--- config.mk ---
export PLATFORM = sky130hd
export DESIGN_NAME = wb_stream_dma_writer
export DESIGN_NICKNAME = d
export VERILOG_FILES = /design/src/rtl/wb_stream_pkg.sv /design/src/rtl/stream_fifo.sv /design/src/rtl/wb_stream_dma_writer.sv
export SDC_FILE = /design/constraint.sdc
export NUM_CORES = 2
export LEC_CHECK = 0
export BUFFER_PORTS_ARGS = -buffer_cell sky130_fd_sc_hd__buf_2
export CAP_MARGIN = 20
export CORE_ASPECT_RATIO = 1.1
export CORE_MARGIN = 2
export CORE_UTILIZATION = 62
export CTS_CLUSTER_DIAMETER = 80
export DETAILED_ROUTE_END_ITERATION = 10
export PLACE_DENSITY = 0.9
export SYNTH_ARGS = -nofsm -noshare
export SYNTH_HDL_FRONTEND = slang
export SYNTH_SLANG_ARGS = --single-unit
--- constraint.sdc ---
create_clock -name clk -period 4.85 [get_ports clk]
set_input_delay 0.2425 -clock clk [delete_from_list [all_inputs] [get_ports clk]]
set_output_delay 0.2425 -clock clk [all_outputs]
set_load 0.01 [all_outputs]
--- src/rtl/wb_stream_pkg.sv ---
// rtl/wb_stream_pkg.sv - shared constants and types for the stream-to-memory DMA writer
package wb_stream_pkg;

    // Register indices (byte address bits [4:2])
    localparam logic [2:0] REG_CSR   = 3'd0;
    localparam logic [2:0] REG_START = 3'd1;
    localparam logic [2:0] REG_BUF   = 3'd2;
    localparam logic [2:0] REG_BURST = 3'd3;
    localparam logic [2:0] REG_WRPTR = 3'd4;

    // CSR bit positions
    localparam int CSR_EN      = 0;
    localparam int CSR_IRQ     = 1;
    localparam int CSR_CIRC    = 2;
    localparam int CSR_HALF_IE = 3;
    localparam int CSR_ERR     = 4;
    localparam int CSR_BUSY    = 5;

    // Wishbone cycle type identifiers
    localparam logic [2:0] CTI_CLASSIC = 3'b000;
    localparam logic [2:0] CTI_INCR    = 3'b010;
    localparam logic [2:0] CTI_EOB     = 3'b111;

    typedef enum logic [1:0] {
        ST_IDLE,
        ST_WAIT,
        ST_BURST,
        ST_CHECK
    } dma_state_t;

endpackage

--- src/rtl/stream_fifo.sv ---
// rtl/stream_fifo.sv - synchronous word FIFO buffering the incoming stream
// Ports: i_data/i_push write side (push ignored when full), o_data/i_pop read side
// (o_data is the head word, pop ignored when empty), o_count/o_full/o_empty status.
module stream_fifo #(
    parameter int DW = 32,
    parameter int AW = 5
) (
    input  logic          clk,
    input  logic          rst_n,
    input  logic [DW-1:0] i_data,
    input  logic          i_push,
    output logic [DW-1:0] o_data,
    input  logic          i_pop,
    output logic [AW:0]   o_count,
    output logic          o_full,
    output logic          o_empty
);

    logic [DW-1:0] r_mem [2**AW];
    logic [AW-1:0] r_wr;
    logic [AW-1:0] r_rd;
    logic [AW:0]   r_count;
    logic          w_push;
    logic          w_pop;

    assign w_push = i_push && !o_full;
    assign w_pop  = i_pop && !o_empty;

    always_ff @(posedge clk) begin
        if (w_push) r_mem[r_wr] <= i_data;
    end

    always_ff @(posedge clk) begin
        if (!rst_n) begin
            r_wr    <= '0;
            r_rd    <= '0;
            r_count <= '0;
        end else begin
            if (w_push) r_wr <= r_wr + 1'b1;
            if (w_pop)  r_rd <= r_rd + 1'b1;
            case ({w_push, w_pop})
                2'b10:   r_count <= r_count + 1'b1;
                2'b01:   r_count <= r_count - 1'b1;
                default: ;
            endcase
        end
    end

    assign o_data  = r_mem[r_rd];
    assign o_count = r_count;
    // The count never exceeds the depth, so its MSB alone marks full.
    assign o_full  = r_count[AW];
    assign o_empty = (r_count == '0);

endmodule

--- src/rtl/wb_stream_dma_writer.sv ---
// rtl/wb_stream_dma_writer.sv - stream-to-memory DMA writer with Wishbone burst master and register slave
// Ports: clk/rst_n; wbm_* Wishbone master (write-only incrementing bursts);
// stream_s_* valid/ready input stream; irq_o level interrupt; wbs_* Wishbone register slave.
module wb_stream_dma_writer
    import wb_stream_pkg::*;
#(
    parameter int DW            = 32,
    parameter int AW            = 32,
    parameter int FIFO_AW       = 5,
    parameter int MAX_BURST_LEN = 32
) (
    input  logic            clk,
    input  logic            rst_n,
    output logic [AW-1:0]   wbm_adr_o,
    output logic [DW-1:0]   wbm_dat_o,
    output logic [DW/8-1:0] wbm_sel_o,
    output logic            wbm_we_o,
    output logic            wbm_cyc_o,
    output logic            wbm_stb_o,
    output logic [2:0]      wbm_cti_o,
    output logic [1:0]      wbm_bte_o,
    input  logic            wbm_ack_i,
    input  logic            wbm_err_i,
    input  logic [DW-1:0]   wbm_dat_i,
    input  logic [DW-1:0]   stream_s_data_i,
    input  logic            stream_s_valid_i,
    output logic            stream_s_ready_o,
    output logic            irq_o,
    input  logic [4:0]      wbs_adr_i,
    input  logic [31:0]     wbs_dat_i,
    input  logic [3:0]      wbs_sel_i,
    input  logic            wbs_we_i,
    input  logic            wbs_cyc_i,
    input  logic            wbs_stb_i,
    input  logic [2:0]      wbs_cti_i,
    input  logic [1:0]      wbs_bte_i,
    output logic [31:0]     wbs_dat_o,
    output logic            wbs_ack_o,
    output logic            wbs_err_o
);

    localparam int          WSB       = DW / 8;
    localparam int          LSB       = $clog2(WSB);
    localparam logic [31:0] WORD_MASK = ~(32'(WSB) - 32'd1);
    localparam logic [31:0] MAX_LEN   = 32'(MAX_BURST_LEN);

    dma_state_t r_state, w_next_state;

    logic        r_en, r_irq, r_circ, r_half_ie, r_err, r_busy;
    logic [31:0] r_start, r_buf, r_burst, r_ptr, r_rem, r_len, r_beat;
    logic        r_wbs_ack;
    logic [31:0] r_wbs_dat;

    logic             w_wbs_req, w_wr, w_csr_wr;
    logic [2:0]       w_idx;
    logic [31:0]      w_rdata, w_burst_wdata, w_burst_eff, w_len, w_half, w_ptr_next;
    logic             w_in_burst, w_ack, w_berr, w_last;
    logic             w_load, w_done, w_set_irq;
    logic [DW-1:0]    w_fifo_data;
    logic [FIFO_AW:0] w_fifo_count;
    logic             w_fifo_full, w_fifo_empty;
    logic             w_unused;

    assign w_unused = ^{wbm_dat_i, wbs_sel_i, wbs_cti_i, wbs_bte_i, wbs_adr_i[1:0], w_fifo_empty};

    stream_fifo #(.DW(DW), .AW(FIFO_AW)) u_fifo (
        .clk     (clk),
        .rst_n   (rst_n),
        .i_data  (stream_s_data_i),
        .i_push  (stream_s_valid_i),
        .o_data  (w_fifo_data),
        .i_pop   (w_ack || w_berr),
        .o_count (w_fifo_count),
        .o_full  (w_fifo_full),
        .o_empty (w_fifo_empty)
    );

    // Register slave: one-cycle registered ack; a held request re-arms only after ack drops.
    assign w_wbs_req = wbs_cyc_i && wbs_stb_i && !r_wbs_ack;
    assign w_wr      = w_wbs_req && wbs_we_i;
    assign w_idx     = wbs_adr_i[4:2];
    assign w_csr_wr  = w_wr && (w_idx == REG_CSR);

    always_comb begin
        w_rdata = '0;
        case (w_idx)
            REG_CSR:   w_rdata = {26'd0, r_busy, r_err, r_half_ie, r_circ, r_irq, r_en};
            REG_START: w_rdata = r_start;
            REG_BUF:   w_rdata = r_buf;
            REG_BURST: w_rdata = r_burst;
            REG_WRPTR: w_rdata = r_ptr;
            default:   ;
        endcase
    end

    always_comb begin
        w_burst_wdata = wbs_dat_i;
        if (wbs_dat_i == 32'd0)      w_burst_wdata = 32'd1;
        else if (wbs_dat_i > MAX_LEN) w_burst_wdata = MAX_LEN;
    end

    // BURST_SIZE resets to 0; treat that as 1 so a start before programming it cannot hang.
    assign w_burst_eff = (r_burst == 32'd0) ? 32'd1 : r_burst;
    assign w_len       = (w_burst_eff < r_rem) ? w_burst_eff : r_rem;
    assign w_half      = (r_buf >> 1) & WORD_MASK;
    assign w_ptr_next  = r_ptr + 32'(WSB);
    assign w_in_burst  = (r_state == ST_BURST);
    assign w_berr      = w_in_burst && wbm_err_i;
    assign w_ack       = w_in_burst && wbm_ack_i && !wbm_err_i;
    assign w_last      = (r_beat == r_len - 32'd1);

    always_ff @(posedge clk) begin
        if (!rst_n) r_state <= ST_IDLE;
        else        r_state <= w_next_state;
    end

    always_comb begin
        w_next_state = r_state;
        w_load       = 1'b0;
        w_done       = 1'b0;
        w_set_irq    = 1'b0;
        case (r_state)
            ST_IDLE: begin
                if (w_csr_wr && wbs_dat_i[CSR_EN]) begin
                    if (r_buf != 32'd0) begin
                        w_load       = 1'b1;
                        w_next_state = ST_WAIT;
                    end else begin
                        w_set_irq = 1'b1;
                        w_done    = 1'b1;
                    end
                end
            end
            ST_WAIT: begin
                // Waiting for data is a burst boundary, so a stop request is honoured here too.
                if (!r_en) begin
                    w_done       = 1'b1;
                    w_next_state = ST_IDLE;
                end else if (32'(w_fifo_count) >= w_len) begin
                    w_next_state = ST_BURST;
                end
            end
            ST_BURST: begin
                if (w_berr) begin
                    w_set_irq    = 1'b1;
                    w_done       = 1'b1;
                    w_next_state = ST_IDLE;
                end else if (w_ack) begin
                    if (r_half_ie && (w_ptr_next == w_half)) w_set_irq = 1'b1;
                    if (w_last) w_next_state = ST_CHECK;
                end
            end
            ST_CHECK: begin
                if (r_rem == 32'd0) begin
                    w_set_irq = 1'b1;
                    if (r_circ && r_en) begin
                        w_load       = 1'b1;
                        w_next_state = ST_WAIT;
                    end else begin
                        w_done       = 1'b1;
                        w_next_state = ST_IDLE;
                    end
                end else if (r_en) begin
                    w_next_state = ST_WAIT;
                end else begin
                    w_done       = 1'b1;
                    w_next_state = ST_IDLE;
                end
            end
            default: w_next_state = ST_IDLE;
        endcase
    end

    always_ff @(posedge clk) begin
        if (!rst_n) begin
            r_en      <= 1'b0;
            r_irq     <= 1'b0;
            r_circ    <= 1'b0;
            r_half_ie <= 1'b0;
            r_err     <= 1'b0;
            r_busy    <= 1'b0;
            r_start   <= '0;
            r_buf     <= '0;
            r_burst   <= '0;
            r_ptr     <= '0;
            r_rem     <= '0;
            r_len     <= '0;
            r_beat    <= '0;
            r_wbs_ack <= 1'b0;
            r_wbs_dat <= '0;
        end else begin
            r_wbs_ack <= w_wbs_req;
            if (w_wbs_req) r_wbs_dat <= w_rdata;

            if (w_csr_wr) begin
                r_circ    <= wbs_dat_i[CSR_CIRC];
                r_half_ie <= wbs_dat_i[CSR_HALF_IE];
            end
            // EN is dropped whenever the engine returns to IDLE, so it reads as "transfer armed".
            if (w_done)        r_en <= 1'b0;
            else if (w_csr_wr) r_en <= wbs_dat_i[CSR_EN];
            // Hardware set beats a simultaneous W1C.
            if (w_set_irq)                           r_irq <= 1'b1;
            else if (w_csr_wr && wbs_dat_i[CSR_IRQ]) r_irq <= 1'b0;
            if (w_berr)                              r_err <= 1'b1;
            else if (w_csr_wr && wbs_dat_i[CSR_ERR]) r_err <= 1'b0;
            if (w_load)      r_busy <= 1'b1;
            else if (w_done) r_busy <= 1'b0;

            if (w_wr && !r_busy) begin
                case (w_idx)
                    REG_START: r_start <= wbs_dat_i & WORD_MASK;
                    REG_BUF:   r_buf   <= wbs_dat_i & WORD_MASK;
                    REG_BURST: r_burst <= w_burst_wdata;
                    default:   ;
                endcase
            end

            if (w_load) begin
                r_ptr <= '0;
                r_rem <= r_buf >> LSB;
            end else if (w_ack) begin
                r_ptr <= w_ptr_next;
                r_rem <= r_rem - 32'd1;
            end

            // r_len tracks the pending burst length while waiting; frozen once the burst starts.
            if (r_state == ST_WAIT) begin
                r_len  <= w_len;
                r_beat <= '0;
            end else if (w_ack) begin
                r_beat <= r_beat + 32'd1;
            end
        end
    end

    assign wbm_cyc_o        = w_in_burst;
    assign wbm_stb_o        = w_in_burst;
    assign wbm_we_o         = w_in_burst;
    assign wbm_adr_o        = w_in_burst ? (AW'(r_start) + AW'(r_ptr)) : '0;
    assign wbm_dat_o        = w_in_burst ? w_fifo_data : '0;
    assign wbm_sel_o        = '1;
    assign wbm_cti_o        = w_in_burst ? (w_last ? CTI_EOB : CTI_INCR) : CTI_CLASSIC;
    assign wbm_bte_o        = 2'b00;
    assign stream_s_ready_o = !w_fifo_full;
    assign irq_o            = r_irq;
    assign wbs_dat_o        = r_wbs_dat;
    assign wbs_ack_o        = r_wbs_ack;
    assign wbs_err_o        = 1'b0;

endmodule

==> flow_metrics.env <==
export IMPL_drive_above_1_share_pct=21.4
export IMPL_fp_coreArea_um2=89200
export IMPL_die_x_um=290
export IMPL_htreeDepth=3
export IMPL_dr_total_vias=37600
export IMPL_synth_ff_type="edfxtp_1"
export IMPL_ys_ff_latch=1304
export IMPL_overflow=0
export IMPL_rsz0062_at_grt="no"
export IMPL_grt_usage_pct=39.5
export IMPL_powerDensity_nw_per_um2=376
export IMPL_async_flop_share_pct=0
export IMPL_seq_area_frac_synth_pct=65.4
export IMPL_period_needed_ns=4.65
export IMPL_synth_area_um2=55600
export IMPL_dr_pass1_iters=6
export IMPL_tightest_slew_ns=1.24
export IMPL_finalWirelength_mm=184
export IMPL_critPathMaxFanout=5
export IMPL_hold_class="in2reg"
export IMPL_cts_root_buf="clkbuf_16"
export IMPL_finClkSkew_ns=0.0896
export IMPL_cts_tree="done"
export IMPL_io_buffers=177
export IMPL_area_growth_pct=13.0
export IMPL_drtIter0Drc=6289
export IMPL_setup_viol=0
export IMPL_boundaryPins=230
export IMPL_critPathArrivalTime_ns=5.27
export IMPL_synth_edff_count=1024
export IMPL_period_share_pct=95.8
export IMPL_synth_distinct_cells=78
export IMPL_swShare_pct=23.1
export IMPL_cts_buffers=120
export IMPL_cts_sinks=1304
export IMPL_row_count=115
export IMPL_grt_first_pass_wirelength_mm=258
export IMPL_crit_type="reg2reg"
export IMPL_p_leak_uw=0.0206
export IMPL_dpl_cell_area_um2=58100
export IMPL_clkPwrFrac_pct=43.6
export IMPL_intPower_uw=18200
export IMPL_ant_nets=0
export IMPL_final_cell_area_um2=62800
export IMPL_start_util_pct=62.3
export IMPL_syn_inst=3655
export IMPL_antenna_found_initial=9
export IMPL_outcome="finished clean"
export IMPL_grt_max_degree=116
export IMPL_fill_cells=5226
export IMPL_die_y_um=318
export IMPL_end_kind="register"
export IMPL_relSlewSlack_pct=17.3
export IMPL_syn_avg_cell_area_um2=15.2
export IMPL_power_switching_uw=5470
export IMPL_critPathRequiredTime_ns=5.47
export IMPL_cp_start_kind="register"
export IMPL_yosysWarningCount=0
export IMPL_setup_tns_ns=0
export IMPL_cap_violations=0
export IMPL_dp_hpwl_mm=101
export IMPL_finalHoldViolations=0
export IMPL_die_area_um2=92100
export IMPL_gp_congestion=0.971
export IMPL_layout_common_cells="edfxtp_1, mux4_2, nor2_1, dfxtp_1, nand2_1"
export IMPL_layout_commonest_cell="edfxtp_1"
export IMPL_p_seq_share_pct=51.5
export IMPL_clock_latency_ns=0.78
export IMPL_path_clk_slew_ns=0.07
export IMPL_avgRoutedWirePerCell_um=35.9
export IMPL_drc=0
export IMPL_vias_per_cell=7.33
export IMPL_cts_buffer_depth=3
export IMPL_grt_pass1_vias=36400
export IMPL_slew_violations=0
export IMPL_combPwrFrac_pct=4.9
export IMPL_vdd_drop_max_uv=594
export IMPL_max_freq_ghz=0.215
export IMPL_final_nets=4057
-- final timing paths --
check | cells after the start | slack [ns] | from | end
hold / removal | 1 | 0.02 | stream_s_data_i[24] | u_fifo.r_mem[6][24]$_DFFE_PP_
setup reg to reg | 19 | 0.20 | r_burst[18]$_SDFFE_PN0P_ | r_state[0]$_SDFFE_PN0P_
setup / recovery | 19 | 0.20 | r_burst[18]$_SDFFE_PN0P_ | r_state[0]$_SDFFE_PN0P_
hold reg to reg | 2 | 0.48 | r_err$_SDFFE_PN0P_ | r_err$_SDFFE_PN0P_
-- metrics by stage --
stage	util, %	power (uW)	hold slack, ns	setup slack, ns	cells
finish	70.4	23600	0.0155	0.203	5132
global route	70.4	24000	0.0282	0.00561	5128
CTS	70.2	23500	0.000944	0.115	5121
detailed placement	65.1	13500	0.459	0.208	4852
global placement	65.0	13400	0.444	0.253	4849
floorplan	-	13100	0.341	0.502	3662
-- synthesized netlist by cell type, drive strengths merged, types with 52 or more instances --
cell / number / area, um^2
a211oi: 72 / 541
buf: 68 / 330
clkbuf: 176 / 662
edfxtp: 1024 / 30700
mux4: 320 / 7210
inv: 65 / 244
ha: 84 / 1050
a21oi: 181 / 906
dfxtp: 280 / 5610
a22oi: 63 / 473
mux2i: 82 / 821
nand2: 228 / 856
xor2: 81 / 709
and3: 52 / 325
nor2: 345 / 1300
xnor2: 123 / 1080
-- per-layer routing --
metal | vias up | GRT usage (%) | share of wire, %
met5 | - | 0 | 0.024
met1 | 18200 | 49.1 | 31
met3 | 924 | 8.29 | 13
li1 | 14500 | - | -
met2 | 3926 | 62.9 | 48
met4 | 6 | 26.4 | 8.5
-- power groups by stage --
stage	registers, uW	logic [uW]	clock network (uW)
after floorplan	12400	683	0
after global placement	12400	978	0
after detailed placement	12400	1030	0
after CTS	12200	1100	10200
after global routing	12200	1220	10600
final	12200	1160	10300
-- critical path, stage by stage (launching register included) --
cell	delay, ns
dfxtp_1	0.45
ha_1	0.29
a21o_1	0.16
a221o_1	0.34
a21o_1	0.18
a2111oi_0	0.40
o21ai_1	0.21
o21ai_4	0.20
mux2_2	0.38
ha_1	0.27
nand2b_1	0.09
a21o_1	0.11
a21o_1	0.11
a21oi_1	0.07
o21ai_1	0.23
nand4_1	0.13
nor2_1	0.15
o41ai_2	0.10
or4_1	0.50
o211a_1	0.14
-- state kept, by name, indices dropped and copies added, names as in the netlist, named ones only --
signal / count
u_fifo.r_mem: 1024
r_beat: 32
r_burst: 32
r_len: 32
r_rem: 32
wbs_dat_o: 32
r_buf: 30
r_ptr: 30
r_start: 30
u_fifo.o_count: 6
u_fifo.r_rd: 5
u_fifo.r_wr: 5
r_state: 2
irq_o: 1
r_busy: 1
r_circ: 1
r_en: 1
r_err: 1
r_half_ie: 1
wbs_ack_o: 1
-- cell type report --
type,instances,area [um^2],area share [%]
Sequential cell,1304,36400,57.9
Multi-Input combinational cell,2049,18300,29.2
Clock buffer,146,3180,5.07
Timing Repair Buffer,313,2240,3.57
Tap cell,1170,1460,2.33
Clock inverter,80,980,1.56
Inverter,65,250,0.398
Antenna cell,5,12.5,0.0199
-- what timing repair did --
item | CTS | global route
setup buffers | 0 | 0
gates resized for setup | 0 | 4
hold buffers | 43 | 0
endpoints found under the hold margin | 231 | 0
endpoints found under the setup margin | 0 | 4
-- kinds of logic after synthesis --
logic type               after synthesis  synth area share [%]
flip-flops                          1304                  65.4
AND/OR/NAND/NOR                      889                  7.48
AO/OA/AOI/OAI                        456                  5.23
multiplexers                         405                  14.5
buffers and inverters                309                  2.22
XOR/XNOR                             204                  3.21
adder cells (fa/ha/maj)               86                  1.96
other                                  2                0.0135
Note: power is estimated with default switching activity, not from simulation.
